`src/rtl/coin_acceptor_pkg.sv`:
```
// Shared types and constants for the coin acceptor front end.
package coin_acceptor_pkg;
  typedef enum logic [1:0] {
    IDLE    = 2'd0,
    ACCEPT  = 2'd1,
    REJECT  = 2'd2,
    LOCKOUT = 2'd3
  } state_t;

  localparam int CNT_W = 8;
  localparam logic [CNT_W-1:0] CNT_SAT = 8'd255;

  function automatic logic [CNT_W-1:0] sat_inc(input logic [CNT_W-1:0] v);
    return (v == CNT_SAT) ? v : v + 1'b1;
  endfunction
endpackage

```
`src/rtl/coin_acceptor_if.sv`:
```
// Sensor/control/pulse bundle of the coin acceptor.
// COIN_ACCEPTOR_STATS_EN adds the accepted/rejected counters.
interface coin_acceptor_if;
  import coin_acceptor_pkg::*;
  logic sens_5_raw;
  logic sens_10_raw;
  logic inhibit;
  logic coin_5;
  logic coin_10;
  logic coin_reject;
  logic busy;
`ifdef COIN_ACCEPTOR_STATS_EN
  logic [CNT_W-1:0] accepted_cnt;
  logic [CNT_W-1:0] rejected_cnt;

  modport master (output sens_5_raw, sens_10_raw, inhibit,
                  input  coin_5, coin_10, coin_reject, busy, accepted_cnt, rejected_cnt);
  modport slave  (input  sens_5_raw, sens_10_raw, inhibit,
                  output coin_5, coin_10, coin_reject, busy, accepted_cnt, rejected_cnt);
`else
  modport master (output sens_5_raw, sens_10_raw, inhibit,
                  input  coin_5, coin_10, coin_reject, busy);
  modport slave  (input  sens_5_raw, sens_10_raw, inhibit,
                  output coin_5, coin_10, coin_reject, busy);
`endif
endinterface

```
`src/rtl/coin_acceptor_debounce.sv`:
```
// One sensor channel: 2-flop synchroniser, debounce counter, registered rise event.
module coin_debounce
  import coin_acceptor_pkg::*;
#(
  parameter int DEBOUNCE_CYCLES = 16
) (
  input  logic clk,
  input  logic reset,
  input  logic raw,
  output logic rise
);
  logic [1:0]       sync;
  logic             level;
  logic [CNT_W-1:0] cnt;

  // Level flips on the DEBOUNCE_CYCLES-th consecutive differing sample.
  always_ff @(posedge clk or posedge reset) begin
    if (reset) begin
      sync  <= '0;
      level <= 1'b0;
      cnt   <= '0;
      rise  <= 1'b0;
    end else begin
      sync <= {sync[0], raw};
      rise <= 1'b0;
      if (sync[1] != level) begin
        if (cnt == CNT_W'(DEBOUNCE_CYCLES - 1)) begin
          level <= sync[1];
          cnt   <= '0;
          rise  <= sync[1];
        end else begin
          cnt <= cnt + 1'b1;
        end
      end else begin
        cnt <= '0;
      end
    end
  end
endmodule

```
`src/rtl/coin_acceptor.sv`:
```
// Coin acceptor: debounced sensor arbitration into clean accept/reject pulses.
// COIN_ACCEPTOR_STATS_EN enables saturating accept/reject counters.
module coin_acceptor
  import coin_acceptor_pkg::*;
#(
  parameter int DEBOUNCE_CYCLES = 16,
  parameter int LOCKOUT_CYCLES  = 8
) (
  input logic            clk,
  input logic            reset,
  coin_acceptor_if.slave bus
);
  logic ev5, ev10, any_ev;
  state_t state, state_n;
  logic [CNT_W-1:0] lock_cnt, lock_n;
  logic pend, pend_n;
  logic c5_q, c10_q, rej_q, busy_q;
  logic c5_n, c10_n, rej_n;

  coin_debounce #(.DEBOUNCE_CYCLES(DEBOUNCE_CYCLES)) u_db5 (
    .clk(clk), .reset(reset), .raw(bus.sens_5_raw), .rise(ev5));
  coin_debounce #(.DEBOUNCE_CYCLES(DEBOUNCE_CYCLES)) u_db10 (
    .clk(clk), .reset(reset), .raw(bus.sens_10_raw), .rise(ev10));

  assign any_ev = ev5 | ev10;

  // Pulses are decided on the transition so they appear registered in the new state.
  always_comb begin
    state_n = state;
    lock_n  = lock_cnt;
    pend_n  = pend;
    c5_n    = 1'b0;
    c10_n   = 1'b0;
    rej_n   = 1'b0;
    unique case (state)
      IDLE: begin
        if (any_ev) begin
          if ((ev5 && ev10) || bus.inhibit) begin
            state_n = REJECT;
            rej_n   = 1'b1;
          end else begin
            state_n = ACCEPT;
            c5_n    = ev5;
            c10_n   = ev10;
          end
        end
      end
      ACCEPT, REJECT: begin
        state_n = LOCKOUT;
        lock_n  = CNT_W'(LOCKOUT_CYCLES);
        pend_n  = pend | any_ev;
      end
      LOCKOUT: begin
        if (lock_cnt <= CNT_W'(1)) begin
          lock_n = '0;
          if (pend || any_ev) begin
            state_n = REJECT;
            rej_n   = 1'b1;
            pend_n  = 1'b0;
          end else begin
            state_n = IDLE;
          end
        end else begin
          lock_n = lock_cnt - 1'b1;
          pend_n = pend | any_ev;
        end
      end
      default: state_n = IDLE;
    endcase
  end

  always_ff @(posedge clk or posedge reset) begin
    if (reset) begin
      state    <= IDLE;
      lock_cnt <= '0;
      pend     <= 1'b0;
      c5_q     <= 1'b0;
      c10_q    <= 1'b0;
      rej_q    <= 1'b0;
      busy_q   <= 1'b0;
    end else begin
      state    <= state_n;
      lock_cnt <= lock_n;
      pend     <= pend_n;
      c5_q     <= c5_n;
      c10_q    <= c10_n;
      rej_q    <= rej_n;
      busy_q   <= (state_n != IDLE);
    end
  end

  assign bus.coin_5      = c5_q;
  assign bus.coin_10     = c10_q;
  assign bus.coin_reject = rej_q;
  assign bus.busy        = busy_q;

`ifdef COIN_ACCEPTOR_STATS_EN
  logic [CNT_W-1:0] acc_cnt, rej_cnt;

  always_ff @(posedge clk or posedge reset) begin
    if (reset) begin
      acc_cnt <= '0;
      rej_cnt <= '0;
    end else begin
      if (c5_q || c10_q) acc_cnt <= sat_inc(acc_cnt);
      if (rej_q)         rej_cnt <= sat_inc(rej_cnt);
    end
  end

  assign bus.accepted_cnt = acc_cnt;
  assign bus.rejected_cnt = rej_cnt;
`endif
endmodule

```
`src/flat_wrapper.sv`:
```
// flat-port wrapper written by rule: the top's interface ports become plain ports
module coin_acceptor_flat import coin_acceptor_pkg::*;
#(
  parameter int DEBOUNCE_CYCLES = 16,
  parameter int LOCKOUT_CYCLES  = 8
)
  (clk, reset, bus_sens_5_raw, bus_sens_10_raw, bus_inhibit, bus_coin_5, bus_coin_10, bus_coin_reject, bus_busy);
  coin_acceptor_if bus_i ();
  input logic clk;
  input logic reset;
  input wire logic [$bits(bus_i.sens_5_raw)-1:0] bus_sens_5_raw;
  input wire logic [$bits(bus_i.sens_10_raw)-1:0] bus_sens_10_raw;
  input wire logic [$bits(bus_i.inhibit)-1:0] bus_inhibit;
  output wire logic [$bits(bus_i.coin_5)-1:0] bus_coin_5;
  output wire logic [$bits(bus_i.coin_10)-1:0] bus_coin_10;
  output wire logic [$bits(bus_i.coin_reject)-1:0] bus_coin_reject;
  output wire logic [$bits(bus_i.busy)-1:0] bus_busy;
  assign bus_i.sens_5_raw = bus_sens_5_raw;
  assign bus_i.sens_10_raw = bus_sens_10_raw;
  assign bus_i.inhibit = bus_inhibit;
  assign bus_coin_5 = bus_i.coin_5;
  assign bus_coin_10 = bus_i.coin_10;
  assign bus_coin_reject = bus_i.coin_reject;
  assign bus_busy = bus_i.busy;
  coin_acceptor #(.DEBOUNCE_CYCLES(DEBOUNCE_CYCLES), .LOCKOUT_CYCLES(LOCKOUT_CYCLES)) u_core (.clk(clk), .reset(reset), .bus(bus_i));
endmodule
```
`config.mk`:
```
export PLATFORM = sky130hd
export DESIGN_NAME = coin_acceptor_flat
export DESIGN_NICKNAME = d
export VERILOG_FILES = /design/src/rtl/coin_acceptor_pkg.sv /design/src/rtl/coin_acceptor_if.sv /design/src/rtl/coin_acceptor_debounce.sv /design/src/rtl/coin_acceptor.sv /design/src/flat_wrapper.sv
export SDC_FILE = /design/constraint.sdc
export NUM_CORES = 1
export LEC_CHECK = 0
export ABC_AREA = 1
export CAP_MARGIN = 30
export CORE_UTILIZATION = 30
export CTS_BUF_LIST = sky130_fd_sc_hd__clkbuf_4 sky130_fd_sc_hd__clkbuf_8
export CTS_CLUSTER_DIAMETER = 80
export DETAILED_ROUTE_END_ITERATION = 6
export PLACE_DENSITY = 0.46
export SLEW_MARGIN = 20
export SYNTH_ARGS = -nofsm -noshare
export SYNTH_HDL_FRONTEND = slang
export SYNTH_HIERARCHICAL = 1
export SYNTH_SLANG_ARGS = --single-unit
```
`constraint.sdc`:
```
create_clock -name clk -period 1.76 [get_ports clk]
set_input_delay 0.264 -clock clk [delete_from_list [all_inputs] [get_ports clk]]
set_output_delay 0.264 -clock clk [all_outputs]
set_load 0.1 [all_outputs]
```
==> results by group, run 1 <==
Run status
  – Status: finished, final reports clean

Route
  – Vias: 1,436
  – Starting DRT DRC Count: 37
  – Average via count per standard cell: 4.39
  – Wire per inst: 11.0 um
  – DR pass1 iterations: 4
  – Final wirelength: 3580 um
  – Remaining DRCs: 0
  – Post-route ant nets: 0

Finish
  – Final Instance Area: 2310 um2
  – Ant. Diodes: 0
  – Fillers: 674
  – Most frequent cells in the layout: nand2_1, dfrtp_1, inv_1, nor2_1, nand3_1
  – Final Util: 36.2%
  – Layout area overhead: 15.6%
  – Share of cells above drive strength 1: 18.4%
  – Final nets: 260
  – Most common cell after layout, fill and taps aside: nand2_1
  – Finished Layout Cells: 327

STA
  – RSZ-0062 raised after global routing: no
  – Setup Skew: 0.00682 ns
  – Setup TNS: 0 ns
  – Final period util: 83.5%
  – Final hold slack: 0.334 ns
  – Post-route minimum period: 1.47 ns
  – Worst Setup Slack, final: 0.291 ns
  – Endpoints failing hold: 0
  – Slew at the pin with the worst max-slew slack: 0.478 ns
  – Slew Viols, Final: 0
  – Relative slew slack: 68.1%
  – Setup-failing EPs final: 0
  – Fmax: 681 MHz

Power
  – Logic pwr share: 34.5%
  – Total power: 2.86 mW
  – Sw Pwr: 1.06 mW
  – Reg power frac: 38.1%
  – Pwr Density: 1240 nW/um2
  – Peak supply drop: 0.554 mV
  – Int Pwr: 1.81 mW
  – Pleak: 1.11 nW
  – Clock share of power: 27.4%
  – Sw frac: 36.9%

Synthesis
  – Simple-Gate Fraction of Synth Area: 28.7%
  – Adder-Cell Fraction of Synth Area: 3.75%
  – Post-synthesis mux area share: 0%
  – Synth Register Bits: 39
  – YS warnings: 6
  – Post-synthesis compound-gate area fraction: 6.57%
  – Syn Area/Cell: 8.58 um2
  – Yosys top cell area share: 48.8%
  – Post-Syn Nets: 244
  – Yosys top cell by area: dfrtp_1
  – Synth area leaders: dfrtp_1, nand2_1, inv_1
  – Largest family of logic cells by synthesized area: simple AND/OR/NAND/NOR gates
  – Synth Area in XOR/XNOR: 4.26%
  – Cell Area, Synth: 2000 um2
  – Yosys cell types: 29
  – Register area share after synthesis: 48.8%
  – Mapped Cells: 233

Critical path
  – CP Class: register to register
  – Crit path cell chain: inv_1 > ha_1 > inv_2 > nand2_1 > nand2_1 > nor2_8 > nor2_4 > nand2_1 > nand2_1 > nand2_1 > nand2_1
  – CP peak stage delay: 0.41 ns
  – CP max-delay cell: dfrtp_1
  – CP Capture Type: register
  – Reg2Reg Setup Slack: 0.29 ns
  – Worst path buffer plus inverter count: 2
  – Required @ worst endpoint: 1.94 ns
  – Crit-path most repeated cell: nand2_1
  – Critical Path AT: 1.65 ns
  – CP delay by family, top: simple AND/OR/NAND/NOR gates
  – Critical Path Start Type: register
  – Worst-path fanout max: 4

Clocking
  – Post-CTS Setup Repair Bufs: 0
  – CTS tree: yes
  – Num CTS Buffers: 5
  – # resized after CTS: 0
  – Clk sinks: 39
  – Worst skew pair latency: 0.29 ns
  – H-tree depth: 2
  – Clk buf depth: 2
  – Hold_buf cts: 0
  – Reg clk slew, reported paths: 0.08 ns
  – Clock root cell: clkbuf_8

Global routing
  – All-Layer GR Usage: 11.7%
  – Total grt overflow: 0
  – Global-route wire length before repair: 6480 um
  – Vias in the first global route: 1,437
  – Initial antenna violation count: 0
  – Largest net degree at the start of global routing: 16

Placement
  – Dpl cells: 319
  – DP Worst Slack: 0.287 ns
  – Routability cong.: 0.781
  – HPWL Detailed: 2680 um
  – IO buf count: 8
  – Dpl cell area: 2190 um2

Floorplanning
  – Die area: 6990 um2
  – Core Area: 6390 um2
  – Rows: 29
  – Die width: 83.6 um
  – Total I/O pin count: 9
  – Die Height: 83.6 um
  – Initial Utilization: 31.3%

Worst hold path
  – HP Class: input port to async pin

Run
  – Max Cap Viol: 0
-- kinds of logic after synthesis --
family	count (synthesis)
simple gates	120
xor+xnor	8
flops	39
buf+inv	39
compound gates	21
fa+ha+maj	6
-- sequential cells by signal, summed over array words and instances, names as in the netlist, 2 cells and up --
| signal | count |
|---|---|
| u_core/lock_cnt | 8 |
| u_core/u_db10/cnt | 8 |
| u_core/u_db5/cnt | 8 |
| u_core/state | 2 |
| u_core/u_db10/sync | 2 |
| u_core/u_db5/sync | 2 |
-- routing by layer --
metal	track usage [%]	wire (um)	vias to the layer above
met5	0	0	-
met1	14.6	1780	669
li1	-	-	748
met4	4.62	59	0
met2	19.1	1640	13
met3	3.36	107	6
-- worst register-to-register path: stages, from the launching register on --
cell     delay (ns)
dfrtp_1        0.41
inv_1          0.10
ha_1           0.22
inv_2          0.04
nand2_1        0.05
nand2_1        0.11
nor2_8         0.15
nor2_4         0.05
nand2_1        0.05
nand2_1        0.05
nand2_1        0.07
nand2_1        0.06
-- final timing paths --
check / start / to / cells past startpoint
worst min register to register: u_core/u_db10/sync[0] / u_core/u_db10/sync[1] / 0
min in group clk: u_core/u_db10/sync[0] / u_core/u_db10/sync[1] / 0
worst max register to register: u_core/lock_cnt[0] / u_core/bus.busy / 11
max in group asynchronous: reset / u_core/u_db10/cnt[1] / 2
worst max-delay path: u_core/lock_cnt[0] / u_core/bus.busy / 11
worst min-delay path: reset / u_core/state[1] / 3
-- cell usage after synthesis (all sizes together) --
cell    number
a21boi       1
a21oi        3
a22oi        1
buf          1
clkinv       1
dfrtp       39
ha           6
inv         37
nand2       54
nand3       17
nor2        45
nor3         4
o211ai       1
o21ai       13
o21bai       1
o22ai        1
xnor2        1
xor2         7
-- layout make-up --
cell class / instances / area (um2) / share of cell area, %
well taps: 77 / 96.3 / 4.17
clock buffers: 6 / 82.6 / 3.57
inverters: 38 / 148 / 6.39
clock inverters: 2 / 35.0 / 1.52
multi-input cells: 155 / 865 / 37.4
flip-flops and latches: 39 / 976 / 42.2
repair buffers: 10 / 110 / 4.76
-- power by group through the flow --
stage	logic, mW	registers, mW	clock network [mW]
after global placement	0.995	1.11	0
after detailed placement	0.994	1.11	0
after CTS	1.00	1.09	0.814
after global routing	1.12	1.11	0.840
after floorplan	0.775	1.14	0
final	0.988	1.09	0.786
No activity file was read; power rests on OpenSTA's default activity.
==> run 2, diff against run 1 <==
--- a/config.mk
+++ b/config.mk
@@ -11,7 +11,7 @@
 export CTS_BUF_LIST = sky130_fd_sc_hd__clkbuf_4 sky130_fd_sc_hd__clkbuf_8
 export CTS_CLUSTER_DIAMETER = 80
 export DETAILED_ROUTE_END_ITERATION = 6
-export PLACE_DENSITY = 0.46
+export PLACE_DENSITY = 0.48
 export SLEW_MARGIN = 20
 export SYNTH_ARGS = -nofsm -noshare
 export SYNTH_HDL_FRONTEND = slang
==> constraint.sdc (replaced) <==
create_clock -name clk -period 1.23 [get_ports clk]
set_input_delay 0.1845 -clock clk [delete_from_list [all_inputs] [get_ports clk]]
set_output_delay 0.1845 -clock clk [all_outputs]
set_load 0.1 [all_outputs]
==> results by group, run 2 (same netlist as run 1, synthesis figures left out) <==
Run status
  – Status: complete, but fails checks
  – Violated checks: negative setup slack

Power
  – Clock share of power: 22.8%
  – Sw Pwr: 1.66 mW
  – Pwr Density: 1780 nW/um2
  – Logic pwr share: 42.9%
  – Pleak: 1.21 nW
  – Int Pwr: 2.90 mW
  – Sw frac: 36.5%
  – Peak supply drop: 0.834 mV
  – Reg power frac: 34.3%

Route
  – Starting DRT DRC Count: 32
  – Remaining DRCs: 0
  – Wire per inst: 10.6 um
  – Final wirelength: 3640 um
  – Vias: 1,498
  – Average via count per standard cell: 4.34
  – DR pass1 iterations: 4
  – Post-route ant nets: 0

Clocking
  – Num CTS Buffers: 5
  – CTS tree: yes
  – H-tree depth: 2
  – Clk sinks: 39
  – Reg clk slew, reported paths: 0.08 ns
  – Worst skew pair latency: 0.29 ns
  – Clock root cell: clkbuf_8
  – Clk buf depth: 2
  – Hold_buf cts: 0

Floorplanning
  – Core Area: 6390 um2
  – Rows: 29
  – Die width: 83.6 um
  – Die area: 6990 um2
  – Initial Utilization: 31.3%
  – Die Height: 83.6 um
  – Total I/O pin count: 9

Critical path
  – Worst-path fanout max: 3
  – CP Class: register to register
  – Critical Path AT: 1.54 ns
  – Critical Path Start Type: register
  – CP Capture Type: register
  – Required @ worst endpoint: 1.41 ns
  – Reg2reg path depth: 11

Finish
  – Fillers: 651
  – Layout area overhead: 28.0%
  – Final nets: 279
  – Ant. Diodes: 0
  – Share of cells above drive strength 1: 29.1%
  – Area of the multi-input gates: 955 um2
  – Finished Layout Cells: 345
  – Most common cell after layout, fill and taps aside: nand2_1
  – Most frequent cells in the layout: nand2_1, dfrtp_1, nor2_1, inv_1, buf_4
  – Total area of sequential cells: 976 um2
  – Final Util: 40.1%
  – Top flop regs: u_core/lock_cnt: 8 flops, u_core/u_db10/cnt: 8 flops, u_core/u_db5/cnt: 8 flops

Run
  – Max Cap Viol: 0

Global routing
  – All-Layer GR Usage: 11.9%
  – Largest net degree at the start of global routing: 16
  – Vias in the first global route: 1,506
  – Initial antenna violation count: 0
  – Total grt overflow: 0
  – Global-route wire length before repair: 6630 um

STA
  – Post-route minimum period: 1.36 ns
  – Slew Viols, Final: 0
  – RSZ-0062 raised after global routing: yes
  – Setup Skew: 0.00447 ns
  – Fmax: 736 MHz
  – Final period util: 110%
  – Worst Setup Slack, final: -0.129 ns
  – Setup-failing EPs final: 12
  – Slew at the pin with the worst max-slew slack: 0.241 ns
  – Relative slew slack: 83.9%
  – Setup TNS: -0.912 ns
  – Endpoints failing hold: 0

Placement
  – DP Worst Slack: -0.131 ns
  – Dpl cells: 335
  – IO buf count: 8
  – Routability cong.: 0.757
  – HPWL Detailed: 2750 um

Worst hold path
  – HP Class: input port to async pin
## run 2: changes by cell type in the layout (fill, tap and decap cells not counted), moves of 3 or more
cell     before  now
buf_4         4   21
inv_2         3    7
ha_4          0    3
inv_1        34   30
o21ai_1       0    3
o21ai_0      11    8
nand2_1      48   45
ha_1          6    1
## run 2: path summary, 6_finish.rpt
path	slack [ns]	end	from
setup / recovery	-0.13	u_core/bus.busy	u_core/lock_cnt[0]
hold / removal	0.24	u_core/u_db10/sync[1]	reset
setup reg to reg	-0.13	u_core/bus.busy	u_core/lock_cnt[0]
hold reg to reg	0.35	u_core/u_db5/sync[1]	u_core/u_db5/sync[0]
max in group asynchronous	0.78	u_core/bus.coin_5	reset
min in group clk	0.34	u_core/u_db10/sync[0]	bus_sens_10_raw
## run 2: critical path, cell delays in order (launching register included)
cell     delay (ns)
dfrtp_1        0.44
inv_2          0.10
ha_4           0.15
inv_2          0.04
nand2_2        0.06
nand2_4        0.07
nor2_8         0.12
nor2_4         0.05
nand2_1        0.05
nand2_1        0.04
nand2_1        0.08
nand2_1        0.06
## run 2: layout make-up
class	instances	area share, %
Clock buffer	5	2.69
Clock inverter	2	1.47
Inverter	38	5.77
Multi-Input combinational cell	155	37.3
Sequential cell	39	38.1
Tap cell	77	3.77
Timing Repair Buffer	29	10.9
## run 2: power groups by stage
stage               registers [mW]  clock network (mW)  logic [mW]
floorplan                     1.64                   0        1.20
global placement              1.57                   0        1.79
detailed placement            1.58                   0        1.80
CTS                           1.56                1.09        1.94
global route                  1.58                1.15        2.22
finish                        1.57                1.04        1.96
## run 2: layer usage
| metal | vias up | GRT usage, % | share of wire, % |
|---|---|---|---|
| met3 | 5 | 3.17 | 2.7 |
| met1 | 700 | 15.5 | 49 |
| met5 | - | 0 | 0 |
| met2 | 12 | 18.9 | 47 |
| li1 | 781 | - | - |
| met4 | 0 | 4.62 | 1.3 |
## run 2: what timing repair did
action	4_1_cts	5_1_grt
buffers inserted	1	2
cloned	0	0
pin swaps	8	1
resized for setup	10	7
setup endpoints to repair	14	21
## run 2: per-stage QoR
stage               area [um2]  hold WS, ns  power, mW
finish                    2560        0.235       4.56
floorplan                 2030       0.0492       2.84
global placement          2370        0.333       3.36
global route              2560        0.279       4.95
detailed placement        2370        0.337       3.38
CTS                       2520        0.239       4.59
==> run 3, diff against run 2 <==
--- a/config.mk
+++ b/config.mk
@@ -9,9 +9,10 @@
 export CAP_MARGIN = 30
 export CORE_UTILIZATION = 30
 export CTS_BUF_LIST = sky130_fd_sc_hd__clkbuf_4 sky130_fd_sc_hd__clkbuf_8
-export CTS_CLUSTER_DIAMETER = 80
+export CTS_CLUSTER_DIAMETER = 150
 export DETAILED_ROUTE_END_ITERATION = 6
 export PLACE_DENSITY = 0.48
+export SETUP_SLACK_MARGIN = 0.3
 export SLEW_MARGIN = 20
 export SYNTH_ARGS = -nofsm -noshare
 export SYNTH_HDL_FRONTEND = slang
==> results by group, run 3 (same netlist as run 1, synthesis figures left out) <==
Run status
  – Status: complete, but fails checks
  – Violated checks: negative setup slack

Clocking
  – H-tree depth: 2
  – Clk buf depth: 2
  – Clk sinks: 39
  – Num CTS Buffers: 5
  – CTS tree: yes
  – Worst skew pair latency: 0.30 ns
  – Reg clk slew, reported paths: 0.09 ns
  – Clock root cell: clkbuf_8

Global routing
  – Largest net degree at the start of global routing: 16
  – Total grt overflow: 0
  – Global-route wire length before repair: 6980 um
  – All-Layer GR Usage: 12.5%
  – Vias in the first global route: 1,629
  – Initial antenna violation count: 0

Finish
  – Top flop regs: u_core/lock_cnt: 8 flops, u_core/u_db10/cnt: 8 flops, u_core/u_db5/cnt: 8 flops
  – Most frequent cells in the layout: nand2_1, dfrtp_1, buf_4, inv_1, nor2_1
  – Final nets: 301
  – Layout area overhead: 50.1%
  – Area of the multi-input gates: 1150 um2
  – Ant. Diodes: 0
  – Most common cell after layout, fill and taps aside: nand2_1
  – Share of cells above drive strength 1: 51.5%
  – Fillers: 602
  – Total area of sequential cells: 985 um2
  – Final Util: 47.0%

STA
  – Fmax: 743 MHz
  – Slew at the pin with the worst max-slew slack: 0.274 ns
  – Slew Viols, Final: 0
  – Setup Skew: 0.0101 ns
  – Setup TNS: -1.04 ns
  – Relative slew slack: 81.7%
  – Worst Setup Slack, final: -0.116 ns
  – Final period util: 109%
  – Post-route minimum period: 1.35 ns
  – RSZ-0062 raised after global routing: yes
  – Final hold slack: 0.215 ns
  – Endpoints failing hold: 0
  – Setup-failing EPs final: 13

Floorplanning
  – Die Height: 83.6 um
  – Die width: 83.6 um
  – Total I/O pin count: 9
  – Core Area: 6390 um2
  – Rows: 29
  – Die area: 6990 um2
  – Initial Utilization: 31.3%

Route
  – DR pass1 iterations: 4
  – Remaining DRCs: 0
  – Average via count per standard cell: 4.43
  – Wire per inst: 11.6 um
  – Post-route ant nets: 0
  – Starting DRT DRC Count: 30
  – Final wirelength: 4260 um
  – Vias: 1,629

Critical path
  – Critical Path Start Type: register
  – CP peak stage delay: 0.43 ns
  – CP Class: register to register
  – CP max-delay cell: dfrtp_1
  – Required @ worst endpoint: 1.41 ns
  – Critical Path AT: 1.53 ns
  – Worst-path fanout max: 5
  – Reg2reg path depth: 9
  – CP Capture Type: register
  – Crit path cell chain: inv_2 > ha_4 > inv_2 > nand2_2 > nand2_4 > nor2_8 > nor2_4 > nor2_4 > nor2_1

Run
  – Max Cap Viol: 0

Worst hold path
  – HP Class: input port to async pin

Placement
  – Routability cong.: 0.749
  – HPWL Detailed: 2740 um
  – IO buf count: 8

Power
  – Pwr Density: 1640 nW/um2
  – Peak supply drop: 0.944 mV
  – Pleak: 1.41 nW
==> run 3: path summary, 6_finish.rpt <==
path                                       from               endpoint  slack [ns]
min                                       reset      u_core/u_db5/rise        0.21
max reg2reg                  u_core/lock_cnt[0]     u_core/lock_cnt[7]       -0.12
min in group clk                bus_sens_10_raw  u_core/u_db10/sync[0]        0.33
max                          u_core/lock_cnt[0]     u_core/lock_cnt[7]       -0.12
min reg2reg                u_core/u_db5/sync[0]   u_core/u_db5/sync[1]        0.35
max in group asynchronous                 reset      u_core/bus.coin_5        0.77
==> run 3: repair_timing <==
action	4_1_cts	5_1_grt
gates resized for setup	55	38
hold buffers	0	0
endpoints found under the hold margin	0	0
buffers inserted	13	10
pin swaps	30	23
setup endpoints to repair	39	39
gates cloned	0	0
==> run 3: critical path: cells and delay by family, from the launching register on <==
kind                       cells  cell delay (ns)
and+or+nand+nor                6             0.51
DFF                            1             0.43
adders and majority gates      1             0.15
buffers and inverters          2             0.14
==> run 3: layer usage <==
| metal | track usage, % | routed length [um] | part of all wire, % | up-vias |
|---|---|---|---|---|
| li1 | - | - | - | 826 |
| met1 | 14.3 | 1850 | 43 | 773 |
| met2 | 22.0 | 2190 | 52 | 20 |
| met3 | 2.97 | 110 | 2.6 | 10 |
| met4 | 6.01 | 103 | 2.4 | 0 |
| met5 | 0 | 0 | 0 | - |
==> run 3: through the flow <==
| stage | instances | setup WS [ns] | total power, mW | instance area, um2 |
|---|---|---|---|---|
| after floorplan | 233 | -0.0981 | 2.86 | 2050 |
| after global placement | 337 | -0.108 | 3.42 | 2410 |
| after detailed placement | 337 | -0.150 | 3.43 | 2410 |
| after CTS | 358 | -0.120 | 4.86 | 2790 |
| after global routing | 368 | -0.217 | 5.31 | 3000 |
| final | 368 | -0.116 | 4.93 | 3000 |
==> run 3: cell type report <==
type,count,area share (%)
multi-input combinational,155,38.2
inverter,38,5.42
clock inverter,3,1.54
timing repair buffer,51,16.5
sequential,39,32.8
tap,77,3.21
clock buffer,5,2.29
==> run 3: power by group <==
part,switching (mW),leakage [nW],internal (mW)
Clock,0.482,0.0548,0.611
Sequential,0.127,0.503,1.43
Combinational,1.20,0.853,1.08
Total,1.81,1.41,3.12
